$ cat src/rtl/tx_lane_packer.sv
// Byte-to-lane packer: accepts one byte per cycle and emits LANES-wide words with a lane-valid mask.
// A completed word is held in the assembly register while the output register is still occupied.
module tx_lane_packer #(
   parameter int LANES  = 8,
   parameter int BYTE_W = 8
) (
   input  logic                      txclk,
   input  logic                      reset,
   input  logic [BYTE_W-1:0]         in_data,
   input  logic                      in_valid,
   input  logic                      in_eof,
   output logic                      in_ready,
   output logic [LANES*BYTE_W-1:0]   out_data,
   output logic [LANES-1:0]          out_mask,
   output logic                      out_eof,
   output logic                      out_valid,
   input  logic                      out_ready
);

   localparam int PTR_W  = $clog2(LANES);
   localparam int WORD_W = LANES * BYTE_W;

   logic [PTR_W-1:0]  ptr_reg;
   logic [WORD_W-1:0] asm_data_reg;
   logic [LANES-1:0]  asm_mask_reg;
   logic              asm_eof_reg;
   logic              full_reg;

   logic [WORD_W-1:0] word_data;
   logic [LANES-1:0]  word_mask;
   logic [LANES-1:0]  lane_sel;
   logic              word_eof;
   logic              accept;
   logic              last_lane;
   logic              complete;
   logic              out_free;
   logic              transfer;

   assign in_ready  = ~full_reg;
   assign accept    = in_valid & ~full_reg;
   assign last_lane = (ptr_reg == PTR_W'(LANES - 1));
   // A held word counts as complete every cycle until it can move out.
   assign complete  = full_reg | (accept & (last_lane | in_eof));
   assign out_free  = ~out_valid | out_ready;
   assign transfer  = complete & out_free;
   assign word_eof  = accept ? in_eof : asm_eof_reg;

   genvar gi;
   generate
      for (gi = 0; gi < LANES; gi++) begin : g_lane
         assign lane_sel[gi] = accept && (ptr_reg == PTR_W'(gi));
         assign word_data[gi*BYTE_W +: BYTE_W] =
            lane_sel[gi] ? in_data : asm_data_reg[gi*BYTE_W +: BYTE_W];
         assign word_mask[gi] = lane_sel[gi] | asm_mask_reg[gi];
      end
   endgenerate

   always_ff @(posedge txclk or posedge reset) begin
      if (reset) begin
         ptr_reg      <= '0;
         asm_data_reg <= '0;
         asm_mask_reg <= '0;
         asm_eof_reg  <= 1'b0;
         full_reg     <= 1'b0;
      end else if (transfer) begin
         ptr_reg      <= '0;
         asm_data_reg <= '0;
         asm_mask_reg <= '0;
         asm_eof_reg  <= 1'b0;
         full_reg     <= 1'b0;
      end else if (complete) begin
         ptr_reg      <= '0;
         asm_data_reg <= word_data;
         asm_mask_reg <= word_mask;
         asm_eof_reg  <= word_eof;
         full_reg     <= 1'b1;
      end else if (accept) begin
         ptr_reg      <= ptr_reg + PTR_W'(1);
         asm_data_reg <= word_data;
         asm_mask_reg <= word_mask;
         asm_eof_reg  <= word_eof;
      end
   end

   always_ff @(posedge txclk or posedge reset) begin
      if (reset) begin
         out_data  <= '0;
         out_mask  <= '0;
         out_eof   <= 1'b0;
         out_valid <= 1'b0;
      end else if (transfer) begin
         out_data  <= word_data;
         out_mask  <= word_mask;
         out_eof   <= word_eof;
         out_valid <= 1'b1;
      end else if (out_ready) begin
         out_valid <= 1'b0;
      end
   end

endmodule

$ cat config.mk
export PLATFORM = sky130hd
export DESIGN_NAME = tx_lane_packer
export DESIGN_NICKNAME = d
export VERILOG_FILES = /design/src/rtl/tx_lane_packer.sv
export SDC_FILE = /design/constraint.sdc
export NUM_CORES = 1
export LEC_CHECK = 0
export ABC_AREA = 1
export CAP_MARGIN = 20
export CORE_MARGIN = 5
export CORE_UTILIZATION = 59
export CTS_CLUSTER_DIAMETER = 80
export DETAILED_ROUTE_END_ITERATION = 7
export PLACE_DENSITY = 0.88
export SYNTH_ARGS = -nofsm -noshare
export SYNTH_HDL_FRONTEND = slang
export SYNTH_SLANG_ARGS = --single-unit
export TNS_END_PERCENT = 50
$ cat constraint.sdc
create_clock -name txclk -period 12.4 [get_ports txclk]
set_input_delay 3.72 -clock txclk [delete_from_list [all_inputs] [get_ports txclk]]
set_output_delay 3.72 -clock txclk [all_outputs]
set_load 0.005 [all_outputs]
==> metrics <==
run status=finished, final reports clean; Post-Synth XOR/XNOR Area=0; combinational share of power=0.154; area leader, netlist=dfrtp_1; Mapped Nets=slightly below 800; Die Ht=approximately 110 um; root buffer cell=clkbuf_8; max incr delay on CP=about 0.55 ns; post-DP HPWL=between 9000 and 10,000 um; Final Skew=0.00716 ns; drc violations=0; Rows=38; Rel. slew slack=0.592; synth cell count leaders=nand2_1, dfrtp_1, nand3_1, and2_1, inv_1; area delta synth->final=24.2%; post-synthesis average cell area=between 8 and 9 um2; CTS tree=yes; EDFF count, synth=0; fraction of registers with async set/reset=1.00; worst-skew pair later-pin latency=0.53 ns; CTS Buffer Depth=2; adder-cell share of the synthesized area=0.0116; worst hold path class=reg -> reg; vias in the first global route=~5,100; CTS resizes=0; RD Place Congestion=approximately 0.86; register area share after synthesis=0.585; initial antenna violation count=0; CP startpoint kind=input pin; first-pass GRT wire length=approximately 25,000 um; die footprint=approximately 13,000 um2; Syn Inst Count=roughly 770; Slowest-stage cell, CP=clkdlybuf4s50_1; Starting Density=0.599; Synth warnings=0; WS Path Type=in -> reg; max-slew violations=0; drt wl/cell=~15 um; top-count cell post-synth=nand2_1; critical-path cell list=clkdlybuf4s50_1 -> inv_2 -> nor2_4 -> buf_4 -> nand2_1 -> nand2_1 -> nand2_1 -> and2_1; Vias/cell=5.27; Synth area leaders=dfrtp_1, nand2_1, and2_1; simple-gate share of the synthesized area=0.339; htree depth=4; Fin Setup TNS=0 ns; synth unique cells=19; IO Count=just under 90; CTS clk-pin slew, worst paths=0.06 ns; Tot GR Track Use=0.244; CTS Sinks=around 150; Flop pwr share=0.433; Final ANT Viol Nets=0; die width=roughly 110 um; Top FF cell, synth=dfrtp_1; largest family of logic cells by synthesized area=simple AND/OR/NAND/NOR gates; WL final=15,300 um; critical path required time=12.83 ns; period utilisation layout=0.439; crit path time final=around 5.4 ns; n_diodes=0; Fmax achieved=between 150 and 200 MHz; top cell type's share of synthesized area=0.585; sw frac=0.260; mux cell area share after synthesis=0; Fin. Hold Viols=0; global route total overflow=0; pre-CTS setup slack=around 6 ns; crit-path max FO=33; Critical Path End Type=register; Slew @ Worst Pin=between 0.6 and 0.7 ns; drt initial violations=roughly 440; core area=roughly 11,000 um2; Num CTS Buffers=17; leakage=about 4.5 nW; Yosys reg bits=about 150; NetSw=342 uW; Reg2Reg Setup Slack=9.51 ns; RSZ-0062 raised after global routing=no; drt pass-1 iters=5; layout cells sized above 1=0.0641; internal power=around 970 uW; Nets=about 860; placed cell areas=about 7300 um2; PwrDens=163 nW/um2; Post-CTS Hold Fix Bufs=0; design area=approximately 8000 um2; Max IR drop VDD=approximately 0.086 mV; Clock Power Share=0.413; postcts setup bufs=0; Max Cap Viol=0; via count=about 5,300; Worst EP arrival=approximately 5.9 ns; mapped cell area=roughly 6500 um2; most used cell, CP=nand2_1; setup ws final=about 7 ns; PortBufs=between 80 and 90; largest net degree at the start of global routing=around 140; Synth Area in Compound Gates=0.00465; Setup Viol. Count Final=0
[per-stage QoR]
step	power [mW]	hold slack, ns	utilization	std cells
floorplan	0.680	0.465	-	774
global placement	0.762	0.454	0.681	964
detailed placement	0.772	0.464	0.681	964
CTS	1.31	0.481	0.739	996
global route	1.36	0.490	0.744	998
finish	1.31	0.477	0.744	998
[power groups by stage]
stage	combinational, mW	sequential [mW]	clock [mW]
after floorplan	0.106	0.574	0
after global placement	0.189	0.573	0
after detailed placement	0.196	0.576	0
after CTS	0.200	0.568	0.547
after global routing	0.224	0.572	0.568
final	0.202	0.568	0.542
[logic make-up after synthesis]
kind of cell    after synthesis
buf+inv                      87
fa+ha+maj                     6
compound gates                5
flops                       151
simple gates                525
[area by class of cell]
class                   instances  area, um2
multi-input cells             536       2320
repair buffers                 92        948
fillers                       752       2770
inverters                      47        181
flip-flops and latches        151       3780
well taps                     140        175
clock buffers                  19        432
clock inverters                13        196
[critical path: cells and delay by family]
kind	cells	cell delay (ns)
buf+inv	3	1.08
simple gates	5	1.06
[routing by layer]
metal | track usage | vias up | share of wire
met5 | 0 | - | 0
met4 | 0.0942 | 0 | 0.025
met3 | 0.0650 | 38 | 0.079
met2 | 0.387 | 227 | 0.49
met1 | 0.322 | 2521 | 0.41
li1 | - | 2469 | -
[cell usage in the layout (no fill, tap or decap), drive strengths merged, types with 5 or more instances in the layout]
cell / netlist / layout
nor2: 15 / 15
ha: 6 / 6
nand3: 50 / 50
clkinv: 0 / 5
clkdlybuf4s50: 0 / 87
nand2: 411 / 411
buf: 20 / 5
and2: 49 / 49
inv: 47 / 49
dfrtp: 151 / 151
clkbuf: 20 / 19
[path summary, 6_finish.rpt]
kind                                         end  depth (start not counted)   startpoint
worst max-delay path            asm_data_reg[50]                          8     in_valid
worst min-delay path                 out_mask[4]                          2  out_mask[4]
worst max register to register  asm_data_reg[41]                          7   ptr_reg[0]
worst min register to register       out_mask[4]                          2  out_mask[4]
max in group asynchronous       asm_data_reg[60]                          4        reset
min in group asynchronous           out_data[52]                          2        reset
(Power assumes the default switching activity.)
